`src/rtl/cpu_pkg.sv`:
```
`default_nettype none
// ============================================================================
// Module      : cpu_pkg
// Description : PC-source encodings and exception vectors shared by the
//               PC sequencer and the controller.
// Revision    : 1.0 - initial release
// ============================================================================
package cpu_pkg;

    typedef enum logic [2:0] {
        PC_SRC_SEQ    = 3'd0,
        PC_SRC_BRANCH = 3'd1,
        PC_SRC_JUMP   = 3'd2,
        PC_SRC_JR     = 3'd3,
        PC_SRC_ILLOP  = 3'd4,
        PC_SRC_ERET   = 3'd5,
        PC_SRC_RSVD6  = 3'd6,
        PC_SRC_RSVD7  = 3'd7
    } pc_src_e;

    localparam logic [31:0] c_START_ADDR = 32'h0000_0000;
    localparam logic [31:0] c_ILLOP_ADDR = 32'h8000_0004;
    localparam logic [31:0] c_XADR_ADDR  = 32'h8000_0008;

endpackage
`default_nettype wire

```
`src/rtl/irq_arbiter.sv`:
```
`default_nettype none
// ============================================================================
// Module      : irq_arbiter
// Description : Rising-edge interrupt capture with lowest-index-first grant.
// Revision    : 1.0 - initial release
// ============================================================================
module irq_arbiter #(
    parameter int IRQ_N = 4
) (
    input  logic             clk,
    input  logic             reset,
    input  logic             i_take_ok,
    input  logic [IRQ_N-1:0] i_irq_in,
    input  logic [IRQ_N-1:0] i_irq_en,
    output logic             o_take,
    output logic [2:0]       o_cause
);

    logic [IRQ_N-1:0] r_prev;
    logic [IRQ_N-1:0] r_pending;
    logic [IRQ_N-1:0] w_req;
    logic [IRQ_N-1:0] w_lowest;
    logic [IRQ_N-1:0] w_clr;
    logic [2:0]       w_cause;

    assign w_req    = r_pending & i_irq_en;
    assign w_lowest = w_req & (-w_req);
    assign o_take   = i_take_ok & (|w_req);
    assign w_clr    = o_take ? w_lowest : '0;
    assign o_cause  = w_cause;

    always_comb begin
        w_cause = 3'd0;
        for (int i = IRQ_N - 1; i >= 0; i--) begin
            if (w_req[i]) w_cause = 3'(i);
        end
    end

    // A fresh edge is OR-ed in after the clear so it survives a same-cycle grant.
    always_ff @(posedge clk) begin
        if (reset) begin
            r_prev    <= '0;
            r_pending <= '0;
        end else begin
            r_prev    <= i_irq_in;
            r_pending <= (r_pending & ~w_clr) | (i_irq_in & ~r_prev);
        end
    end

endmodule
`default_nettype wire

```
`src/rtl/pc_sequencer.sv`:
```
`default_nettype none
// ============================================================================
// Module      : pc_sequencer
// Description : Program counter with branch/jump/exception sequencing, EPC
//               capture and edge-triggered interrupt vectoring.
// Revision    : 1.0 - initial release
// ============================================================================
module pc_sequencer
    import cpu_pkg::*;
#(
    parameter int          ADDR_W     = 32,
    parameter int          IRQ_N      = 4,
    parameter logic [31:0] START_ADDR = c_START_ADDR,
    parameter logic [31:0] ILLOP_ADDR = c_ILLOP_ADDR,
    parameter logic [31:0] XADR_ADDR  = c_XADR_ADDR
) (
    input  logic              clk,
    input  logic              reset,
    input  logic              advance,
    input  logic [2:0]        pc_src,
    input  logic              branch_taken,
    input  logic [ADDR_W-1:0] branch_target,
    input  logic [25:0]       jump_index,
    input  logic [ADDR_W-1:0] jr_target,
    input  logic [IRQ_N-1:0]  irq_in,
    input  logic [IRQ_N-1:0]  irq_en,
    output logic [ADDR_W-1:0] pc,
    output logic [ADDR_W-1:0] pc_plus4,
    output logic [ADDR_W-1:0] epc,
    output logic              kernel,
    output logic              irq_take,
    output logic [2:0]        irq_cause
);

    logic [ADDR_W-1:0] r_pc;
    logic [ADDR_W-1:0] r_epc;
    logic [ADDR_W-1:0] w_pc_plus4;
    logic [ADDR_W-1:0] w_next_pc;
    logic              w_kernel;
    logic              w_take_ok;
    logic              w_illop;

    // The supervisor bit is never carried into; increments wrap in the low field.
    assign w_pc_plus4 = {r_pc[ADDR_W-1], r_pc[ADDR_W-2:0] + (ADDR_W-1)'(4)};
    assign w_kernel   = r_pc[ADDR_W-1];
    assign w_illop    = (pc_src == PC_SRC_ILLOP);
    assign w_take_ok  = advance & ~w_kernel & ~w_illop;

    irq_arbiter #(
        .IRQ_N (IRQ_N)
    ) u_irq_arbiter (
        .clk       (clk),
        .reset     (reset),
        .i_take_ok (w_take_ok),
        .i_irq_in  (irq_in),
        .i_irq_en  (irq_en),
        .o_take    (irq_take),
        .o_cause   (irq_cause)
    );

    always_comb begin
        w_next_pc = w_pc_plus4;
        case (pc_src)
            PC_SRC_SEQ:    w_next_pc = w_pc_plus4;
            PC_SRC_BRANCH: w_next_pc = branch_taken ? branch_target : w_pc_plus4;
            PC_SRC_JUMP:   w_next_pc = {r_pc[ADDR_W-1:28], jump_index, 2'b00};
            PC_SRC_JR:     w_next_pc = {w_kernel & jr_target[ADDR_W-1], jr_target[ADDR_W-2:0]};
            PC_SRC_ILLOP:  w_next_pc = ILLOP_ADDR[ADDR_W-1:0];
            PC_SRC_ERET:   w_next_pc = r_epc;
            default:       w_next_pc = START_ADDR[ADDR_W-1:0];
        endcase
        if (irq_take) w_next_pc = XADR_ADDR[ADDR_W-1:0];
    end

    always_ff @(posedge clk) begin
        if (reset) begin
            r_pc  <= START_ADDR[ADDR_W-1:0];
            r_epc <= '0;
        end else if (advance) begin
            r_pc <= w_next_pc;
            if (w_illop)       r_epc <= w_pc_plus4;
            else if (irq_take) r_epc <= r_pc;
        end
    end

    assign pc       = r_pc;
    assign pc_plus4 = w_pc_plus4;
    assign epc      = r_epc;
    assign kernel   = w_kernel;

endmodule
`default_nettype wire

```
`config.mk`:
```
export PLATFORM = sky130hd
export DESIGN_NAME = pc_sequencer
export DESIGN_NICKNAME = d
export VERILOG_FILES = /design/src/rtl/cpu_pkg.sv /design/src/rtl/irq_arbiter.sv /design/src/rtl/pc_sequencer.sv
export SDC_FILE = /design/constraint.sdc
export NUM_CORES = 1
export LEC_CHECK = 0
export ABC_AREA = 1
export CORE_UTILIZATION = 30
export CTS_BUF_LIST = sky130_fd_sc_hd__clkbuf_4 sky130_fd_sc_hd__clkbuf_8 sky130_fd_sc_hd__clkbuf_16
export DETAILED_ROUTE_END_ITERATION = 7
export PLACE_DENSITY = 0.58
export SYNTH_ARGS = -nofsm -noshare
export SYNTH_HDL_FRONTEND = slang
export SYNTH_HIERARCHICAL = 1
export SYNTH_SLANG_ARGS = --single-unit
```
`constraint.sdc`:
```
create_clock -name clk -period 6.4 [get_ports clk]
set_clock_uncertainty 0.1 [all_clocks]
set_input_delay 1.6 -clock clk [delete_from_list [all_inputs] [get_ports clk]]
set_output_delay 1.6 -clock clk [all_outputs]
set_load 0.01 [all_outputs]
```
After elaboration in Yosys (flattened, before gate mapping)
Cells that the tools add are included.
{ "word_totals": {"word_cells": 45, "input_bits": 105, "regBits": 72, "out_inout_bits": 101} }
{ "op_classes": {"n_reduce_logical": 6, "addsub": 2, "muxes": 10, "bitwise_logic": 13, "n_eq_ne": 8} }
{ "op_table": {"columns": ["cell", "n"], "rows": [
  ["32-bit one-hot mux with 6 select lines", 1],
  ["32-bit two-way mux", 4],
  ["31-bit by 3-bit adder with 31-bit output (second input constant)", 1],
  ["4-bit AND", 4],
  ["2-bit two-way mux", 4],
  ["4-bit NOT", 2],
  ["3-bit by 2-bit equality test with 1-bit output (second input constant)", 2],
  ["3-bit equality test (second input constant)", 2],
  ["1-bit AND", 4],
  ["4-bit two-way mux", 1],
  ["2-bit by 1-bit != test with 1-bit output (second input constant)", 2],
  ["4-bit negator", 1],
  ["4-bit OR", 1],
  ["2-bit AND reduction", 2],
  ["4-bit AND reduction", 1],
  ["4-bit OR reduction", 1],
  ["3-bit by 1-bit equality test with 1-bit output (second input constant)", 1],
  ["3-bit zero test", 1],
  ["3-bit by 2-bit != test with 1-bit output (second input constant)", 1],
  ["1-bit NOT", 2],
  ["2-bit nonzero test", 1]
]} }

Logic depth before layout (Yosys ltp)
Gate-level depths: netlist (run 1).
{ "logic_depth": {"word_depth": 8, "mapped_depth": 13, "mapped_depth_nobuf": 12} }

Cells and area by module
The synthesis (run 1) kept the hierarchy.
{ "by_module_without_submodules": {"columns": ["module", "area_each_um2", "seq_area_each_um2", "instances", "cells_each"], "rows": [
  ["pc_sequencer", 4441.8, 1281.2, 1, 717],
  ["irq_arbiter", 377.9, 160.2, 1, 52]
]} }

Worst setup path after synthesis (run 1)
No wires, ideal clock.
{ "synth_path": {"path_kind": "input to output", "startpoint": "input pc_src[1]", "endpoint": "output irq_take", "required_time_ns": 4.700, "slack_ns": 1.994, "cell_stages": 7, "path_buffers": 1, "arrival_time_ns": 2.706, "path_cell_list": "inv_2 -> nand2_2 -> nor2_4 -> clkbuf_1 -> nor3_1 -> inv_1 -> a31oi_1"} }
{ "synth_between": {"elab_chain_cells": 4} }
{ "synth_lines": {"columns": ["item", "line_no", "text"], "rows": [
  ["from (decl)", "pc_sequencer.sv:20", "input logic [2:0] pc_src,"],
  ["3-bit equality test", "pc_sequencer.sv:46", "assign w_illop = (pc_src == PC_SRC_ILLOP);"],
  ["1-bit NOT", "pc_sequencer.sv:47", "assign w_take_ok = advance & ~w_kernel & ~w_illop;"],
  ["1-bit AND", "pc_sequencer.sv:47", null],
  ["net w_take_ok", "pc_sequencer.sv:40", "logic w_take_ok;"],
  ["1-bit AND", "irq_arbiter.sv:28", "assign o_take = i_take_ok & (|w_req);"],
  ["to (decl)", "pc_sequencer.sv:31", "output logic irq_take,"]
]} }
The timed path passes the listed nets, and every way through them passes these cells.

Worst setup path after layout (run 1)
Ends and elaborated chain as after synthesis.

==> flow_summary.ini, run 1 <==
[timing]
timing.final.crit_share_pct = 89.5
timing.fmax_mhz = 175
rsz0062_at_grt = false
worst_slew_pin_slew_ns = 1.03
slew_violations = 0
layout_min_cycle_time_ns = 5.73
setup_viol = 0
slew-limit-headroom_pct = 31.0
setup_tns_ns = 0
hold_violations = 0

[setup_path]
critPathMaxFanout = 31
slowest_stage = clkdlybuf4s50_1
reg2reg_from = pc[31]
cpPeakStageDelay_ns = 0.63
crit_start = pc_src[1]
crit_arrival_ns = 4.03
timing.reg2reg.setup_slack_ns = 3.38
cpMostUsedCell = clkdlybuf4s50_1
reg2regPathDepth = 8
crit_type = in2out
end_kind = primary output
r2r-end = epc[2]
endpoint = irq_take
path_cells = clkdlybuf4s50_1, inv_2, nand2_2, nor2_4, nor3_1, inv_1, a31oi_1, clkdlybuf4s50_1
required_ns = 4.70
critPathLaunchType = input pin

[run_status]
outcome = finished, final reports clean

[clocking]
cts_max_level = 3
cts.repair.resized = 0
cts_hold_buf = 0
cts.sinks = 72
cts-root-buf = clkbuf_16
clk_path_buf_depth = 2
cts_tree = built
numCtsBuffers = 9
clk_latency_ns = 0.34
cts_setup_buffers = 0
cts.reportedPaths.clkPinSlew_ns = 0.06

[power_and_ir_drop]
powerDensity_nw_per_um2 = 181
p_leak_uw = 0.00285
irDropWorstVdd_mv = 0.104

[synth]
ys_seq_area_share_pct = 29.9
synth_ff_type = dfxtp_1
yosys_register_bits = 72
syn_avg_cell_area_um2 = 6.27
synth_fp_nets = 875
postSynth.asyncResetShare_pct = 0
ys.warnings.count = 6
synth_area_um2 = 4820
synth_edf_count = 0
synth_cell_types = 38
synth_cells = 769

[routing]
first_pass_iters = 5
drt-total-wl_um = 18800
drc = 0
drtIter0Drc = 295
viasPerCell = 4.78
detail-route-antenna-nets = 0
wl_per_cell_um = 16.1
via_count = 5578

[grt]
grt_overflow_total = 0
antenna_found_initial = 1
grt_pass1_vias = 5273
grt_max_degree = 41
grt_pass1_wl_um = 29300
track_usage_pct = 23.1

[cells_and_area]
n_fill_cell = 1628
stdcell_area_um2 = 7280
multi_input_area_um2 = 2990
final_cell_mix = 290 x nand2_1, 203 x clkdlybuf4s50_1, 97 x a21oi_1, 72 x dfxtp_1, 50 x nor2_1
mostFrequentLayoutCell = nand2_1
layout-drive-gt1-share_pct = 7.85
seqCellArea_um2 = 1440
final_core_util_pct = 47.2
fin_nets = 1056
area_delta_synth_final_pct = 51.1

[die]
dieHeight_um = 129
initial_utilization_pct = 31.2
dieArea_um2 = 16600
core_region_area_um2 = 15400
rows = 45
ios = 206
fp.dieW_um = 129

[placed_design]
gp_congestion = 0.810
placedInstanceArea_um2 = 6970
io_buffers = 204
dp_hpwl_um = 13100

[job]
maxCapViolCount = 0

[worst_hold_path]
hold_path_class = reg2reg
hold_start = u_irq_arbiter/r_prev[0]
-- Yosys cell counts (all sizes together), types with 2 or more instances --
master | count | area share [%]
a21oi | 99 | 10
a22o | 10 | 1.8
and2 | 6 | 0.78
xnor2 | 4 | 0.73
xor2 | 12 | 3.3
buf | 28 | 3.3
o21ai | 40 | 4.2
nor2 | 70 | 8.0
a22oi | 3 | 0.47
nor3 | 2 | 0.31
o2111ai | 2 | 0.36
a31oi | 4 | 0.52
nand3 | 29 | 3.1
clkbuf | 12 | 0.93
a211oi | 9 | 1.4
dfxtp | 72 | 30
nand2 | 299 | 24
nand3b | 5 | 0.78
o31ai | 2 | 0.31
nand4 | 4 | 0.52
inv | 52 | 4.0
-- cells by family (layout without fill, tap and decap cells) --
kind of cell               count (synthesis)  in the layout  synth area share, %
other                                      1              2               0.0778
AOI/OAI and AO/OA                        171            171                 19.8
xor gates and xnor gates                  16             16                 4.00
buffers and inverters                     93            279                 8.33
and+or+nand+nor                          415            415                 37.6
adders and majority gates                  1              1                0.260
DFF                                       72             72                 29.9
-- metrics by stage --
stage | hold WS [ns] | std cells | power, uW | setup WS, ns
after global routing | 0.333 | 1166 | 1380 | 0.447
after detailed placement | 0.300 | 1150 | 804 | 0.664
after CTS | 0.306 | 1166 | 1330 | 0.642
after global placement | 0.306 | 1150 | 804 | 0.733
after floorplan | 0.295 | 769 | 634 | 1.99
final | 0.307 | 1167 | 1320 | 0.671
-- worst min-delay path by stage --
stage,to,slack (ns),depth (start not counted)
finish,u_irq_arbiter/r_pending[0],0.31,1
global route,u_irq_arbiter/r_pending[0],0.33,1
CTS,u_irq_arbiter/r_pending[0],0.31,1
detailed placement,u_irq_arbiter/r_pending[0],0.30,1
global placement,u_irq_arbiter/r_pending[1],0.31,1
floorplan,u_irq_arbiter/r_pending[0],0.29,1
-- registers in the layout (all words and copies together), names as in the netlist --
register	count
u_irq_arbiter/r_pending	4
pc	32
epc	32
u_irq_arbiter/r_prev	4
-- report_power, final --
part	leakage, uW	total (uW)	internal, uW	switching [uW]
clock	0.000148	524	322	203
sequential	0.000588	504	475	28.7
combinational	0.00212	290	150	140
total	0.00285	1320	946	372
-- layer usage --
layer	up-vias	wire length, um	global-route usage, %
met2	194	8620	38.7
met4	0	188	5.81
met1	2516	8680	30.3
met3	14	1310	4.78
li1	2854	-	-
met5	-	0	0
-- worst max-delay path, delay by kind of cell --
kind | cells | cell delay, ns
and+or+nand+nor | 3 | 0.67
buffers and inverters | 4 | 1.44
AOI/OAI and AO/OA | 1 | 0.33
-- layout make-up --
cell class / count / share of cell area, %
Tap cell: 211 / 3.63
Clock buffer: 11 / 3.47
Multi-Input combinational cell: 604 / 41.0
Sequential cell: 72 / 19.8
Timing Repair Buffer: 210 / 28.6
Inverter: 53 / 2.73
Antenna cell: 1 / 0.0344
Clock inverter: 5 / 0.756
No activity file was read; power rests on OpenSTA's default activity.
==> run 2: changes to the inputs <==
--- a/config.mk
+++ b/config.mk
@@ -9,7 +9,6 @@
 export CORE_UTILIZATION = 30
 export CTS_BUF_LIST = sky130_fd_sc_hd__clkbuf_4 sky130_fd_sc_hd__clkbuf_8 sky130_fd_sc_hd__clkbuf_16
 export DETAILED_ROUTE_END_ITERATION = 7
-export PLACE_DENSITY = 0.58
 export SYNTH_ARGS = -nofsm -noshare
 export SYNTH_HDL_FRONTEND = slang
 export SYNTH_HIERARCHICAL = 1
==> flow_summary.ini, run 2 (synthesis results as in run 1) <==
[run_status]
outcome = finished, final reports clean

[job]
maxCapViolCount = 0

[die]
rows = 45
dieArea_um2 = 16600
fp.dieW_um = 129
ios = 206
dieHeight_um = 129
core_region_area_um2 = 15400
initial_utilization_pct = 31.2

[grt]
antenna_found_initial = 0
grt_max_degree = 41
grt_pass1_vias = 5125
grt_pass1_wl_um = 28900
grt_overflow_total = 0
track_usage_pct = 23.1

[power_and_ir_drop]
p_leak_uw = 0.00287
powerDensity_nw_per_um2 = 186
total_power_uw = 1360
irDropWorstVdd_mv = 0.117

[worst_hold_path]
hold_path_class = reg2reg

[setup_path]
timing.reg2reg.setup_slack_ns = 3.25
crit_arrival_ns = 3.97
reg2reg_from = pc[31]
critPathLaunchType = input pin
end_kind = primary output
cpMostUsedCell = clkdlybuf4s50_1
crit_type = in2out
required_ns = 4.70
path_cells = clkdlybuf4s50_1, inv_2, nand2_2, nor2_4, nor3_1, inv_1, a31oi_1, clkdlybuf4s50_1
r2r-end = pc[0]
cpPeakStageDelay_ns = 0.63
reg2regPathDepth = 8
slowest_stage = clkdlybuf4s50_1
critPathMaxFanout = 5
crit_start = pc_src[1]
endpoint = irq_take

[clocking]
cts.reportedPaths.clkPinSlew_ns = 0.06
cts.repair.resized = 0
cts_tree = built
numCtsBuffers = 9
cts_setup_buffers = 0
cts_hold_buf = 0
cts-root-buf = clkbuf_16
cts_max_level = 3
cts.sinks = 72
clk_path_buf_depth = 2
clk_latency_ns = 0.34

[timing]
hold_violations = 0
rsz0062_at_grt = false
hold_ws_ns = 0.310
setup_viol = 0
slew-limit-headroom_pct = 28.8
slew_violations = 0
timing.final.crit_share_pct = 88.5
layout_min_cycle_time_ns = 5.67
timing.fmax_mhz = 176
setup_tns_ns = 0
worst_slew_pin_slew_ns = 1.07
fin_ws_ns = 0.733

[cells_and_area]
num_antenna_cells = 0
fin_nets = 1056
n_fill_cell = 1623
layout-drive-gt1-share_pct = 7.85
mostFrequentLayoutCell = nand2_1
final_core_util_pct = 47.3
area_delta_synth_final_pct = 51.4
final_cell_mix = 290 x nand2_1, 203 x clkdlybuf4s50_1, 97 x a21oi_1, 72 x dfxtp_1, 50 x nor2_1

[placed_design]
gp_congestion = 0.803
dp_hpwl_um = 13100
io_buffers = 204
pre_cts_slack_ns = 0.728

[routing]
drtIter0Drc = 325
viasPerCell = 4.82
first_pass_iters = 4
wl_per_cell_um = 16.4
detail-route-antenna-nets = 0
via_count = 5617
drc = 0
drt-total-wl_um = 19100
run 2: changes by cell type in the layout (fill, tap and decap cells not counted):
cell        previous run  this run
clkbuf_4               0         3
clkinvlp_4             2         0
bufinv_16              1         2
clkbuf_8               2         1
clkinv_2               2         1
diode_2                1         0
run 2: final cells by class:
| class | count | area (um2) | share of cell area, % |
|---|---|---|---|
| multi-input cells | 604 | 2990 | 40.9 |
| repair buffers | 210 | 2080 | 28.5 |
| flip-flops and latches | 72 | 1440 | 19.7 |
| well taps | 211 | 264 | 3.62 |
| clock buffers | 13 | 262 | 3.58 |
| inverters | 53 | 199 | 2.73 |
| clock inverters | 3 | 65.1 | 0.891 |
run 2: critical path: cells and delay by family:
| kind | cells | cell delay, ns |
|---|---|---|
| buffers and inverters | 4 | 1.44 |
| AND/OR/NAND/NOR | 3 | 0.54 |
| AO/OA/AOI/OAI | 1 | 0.39 |
run 2: power breakdown:
group	total, uW	switching [uW]	leakage [uW]	internal (uW)
logic	291	142	0.00212	149
clock network	566	201	0.000164	365
registers	503	28.1	0.000588	475
run 2: how the worst min path moves through the flow:
stage | to | startpoint | cells after the start
after CTS | u_irq_arbiter/r_pending[0] | u_irq_arbiter/r_prev[0] | 1
after detailed placement | u_irq_arbiter/r_pending[0] | u_irq_arbiter/r_prev[0] | 1
final | u_irq_arbiter/r_pending[0] | u_irq_arbiter/r_prev[0] | 1
after floorplan | u_irq_arbiter/r_pending[0] | u_irq_arbiter/r_prev[0] | 1
after global routing | u_irq_arbiter/r_pending[0] | u_irq_arbiter/r_prev[0] | 1
after global placement | u_irq_arbiter/r_pending[0] | u_irq_arbiter/r_prev[0] | 1
run 2: routing by layer:
layer / part of all wire (%) / global-route usage (%) / up-vias
met3: 7.1 / 5.41 / 6
met5: 0 / 0 / -
met2: 47 / 39.7 / 189
met4: 0.41 / 4.15 / 0
met1: 45 / 29.6 / 2578
li1: - / - / 2844
run 2: per-stage QoR:
step                cells  area [um2]
floorplan             769        4820
global placement     1150        6970
detailed placement   1150        6970
CTS                  1166        7300
global route         1166        7300
finish               1166        7300
==> run 3: changes to the inputs <==
--- a/config.mk
+++ b/config.mk
@@ -6,9 +6,11 @@
 export NUM_CORES = 1
 export LEC_CHECK = 0
 export ABC_AREA = 1
+export CORE_MARGIN = 2
 export CORE_UTILIZATION = 30
 export CTS_BUF_LIST = sky130_fd_sc_hd__clkbuf_4 sky130_fd_sc_hd__clkbuf_8 sky130_fd_sc_hd__clkbuf_16
 export DETAILED_ROUTE_END_ITERATION = 7
+export SKIP_CTS_REPAIR_TIMING = 1
 export SYNTH_ARGS = -nofsm -noshare
 export SYNTH_HDL_FRONTEND = slang
 export SYNTH_HIERARCHICAL = 1
==> flow_summary.ini, run 3 (synthesis results as in run 1) <==
[run_status]
outcome = finished, final reports clean

[timing]
timing.final.crit_share_pct = 87.7
setup_viol = 0
slew-limit-headroom_pct = 29.4
rsz0062_at_grt = false
layout_min_cycle_time_ns = 5.61
slew_violations = 0
fin_ws_ns = 0.787
hold_violations = 0
worst_slew_pin_slew_ns = 1.06
setup_tns_ns = 0
timing.fmax_mhz = 178

[setup_path]
critPathLaunchType = input pin
required_ns = 4.70
critPathMaxFanout = 5
timing.reg2reg.setup_slack_ns = 3.40
reg2reg_from = pc[31]
crit_type = in2out
reg2regPathDepth = 8
crit_arrival_ns = 3.91
r2r-end = pc[0]
end_kind = primary output

[clocking]
clk_latency_ns = 0.34
clk_path_buf_depth = 2
cts_max_level = 3
cts-root-buf = clkbuf_16
numCtsBuffers = 9
cts.sinks = 72
cts_tree = built
cts.reportedPaths.clkPinSlew_ns = 0.06

[grt]
grt_pass1_vias = 5059
grt_max_degree = 41
grt_pass1_wl_um = 27800
grt_overflow_total = 0
track_usage_pct = 21.4
antenna_found_initial = 0

[power_and_ir_drop]
power.switching_uw = 364
switching_share_pct = 26.9
p_comb_share_pct = 21.4
power.internal_uw = 989
p_clk_share_pct = 41.5
powerDensity_nw_per_um2 = 185
total_power_uw = 1350
irDropWorstVdd_mv = 0.123
p_leak_uw = 0.00287
pwr-share-seq_pct = 37.1

[die]
dieHeight_um = 131
fp.dieW_um = 131
rows = 46
initial_utilization_pct = 30.6
dieArea_um2 = 17100
ios = 206
core_region_area_um2 = 15800

[routing]
first_pass_iters = 5
drc = 0
detail-route-antenna-nets = 0
via_count = 5545
viasPerCell = 4.74
drt-total-wl_um = 18500
wl_per_cell_um = 15.8
drtIter0Drc = 283

[cells_and_area]
layout-drive-gt1-share_pct = 7.76
mostFrequentLayoutCell = nand2_1
area_delta_synth_final_pct = 51.5
num_antenna_cells = 0
final_cell_mix = 290 x nand2_1, 203 x clkdlybuf4s50_1, 97 x a21oi_1, 72 x dfxtp_1, 50 x nor2_1
fin_nets = 1056

[placed_design]
dp_hpwl_um = 13000
io_buffers = 204
gp_congestion = 0.790
pre_cts_slack_ns = 0.755

[worst_hold_path]
hold_path_class = reg2reg
hold_end = u_irq_arbiter/r_pending[0]
hold_start = u_irq_arbiter/r_prev[0]
hold_depth = 1

[job]
maxCapViolCount = 0
==> run 3: cell count changes in the layout (fill, tap and decap cells not counted) <==
| cell | delta |
|---|---|
| clkbuf_4 | -2 |
| clkbuf_8 | +1 |
==> run 3: worst max-delay path by stage <==
stage | from | end | cells past startpoint
floorplan | pc_src[1] | irq_take | 7
global placement | pc_src[1] | irq_take | 8
detailed placement | pc_src[1] | irq_take | 8
CTS | pc_src[1] | irq_take | 8
global route | pc_src[1] | irq_take | 8
finish | pc_src[1] | irq_take | 8
==> run 3: per-stage QoR <==
step,util (%),hold WS [ns],instances,cell area (um2)
after CTS,46.3,0.311,1170,7300
after floorplan,-,0.295,769,4820
after global routing,46.3,0.349,1170,7300
final,46.3,0.311,1170,7300
after global placement,44.2,0.302,1155,6980
after detailed placement,44.2,0.303,1155,6980
==> run 3: power by group through the flow <==
stage | Combinational [uW] | Clock, uW | Sequential [uW]
after global routing | 316 | 588 | 506
after detailed placement | 291 | 0 | 512
final | 290 | 561 | 502
after floorplan | 118 | 0 | 516
after CTS | 293 | 570 | 502
after global placement | 290 | 0 | 512
==> run 3: metal layers <==
layer  share of wire (%)  GRT usage [%]  wire length [um]
met5                   0              0                 0
met4                0.95           5.13               175
met3                 7.1           4.23              1300
met2                  47           36.3              8600
met1                  45           28.1              8390
==> run 3: worst max-delay path: stages <==
cell and delay (ns):
clkdlybuf4s50_1 0.61, inv_2 0.08, nand2_2 0.13, nor2_4 0.04
nor3_1 0.36, inv_1 0.10, a31oi_1 0.35, clkdlybuf4s50_1 0.63
==> run 3: layout make-up <==
class                   count  area [um2]
fillers                  1641        8470
multi-input cells         604        2990
repair buffers            210        2080
flip-flops and latches     72        1440
well taps                 216         270
clock buffers              12         260
inverters                  53         199
clock inverters             3        65.1
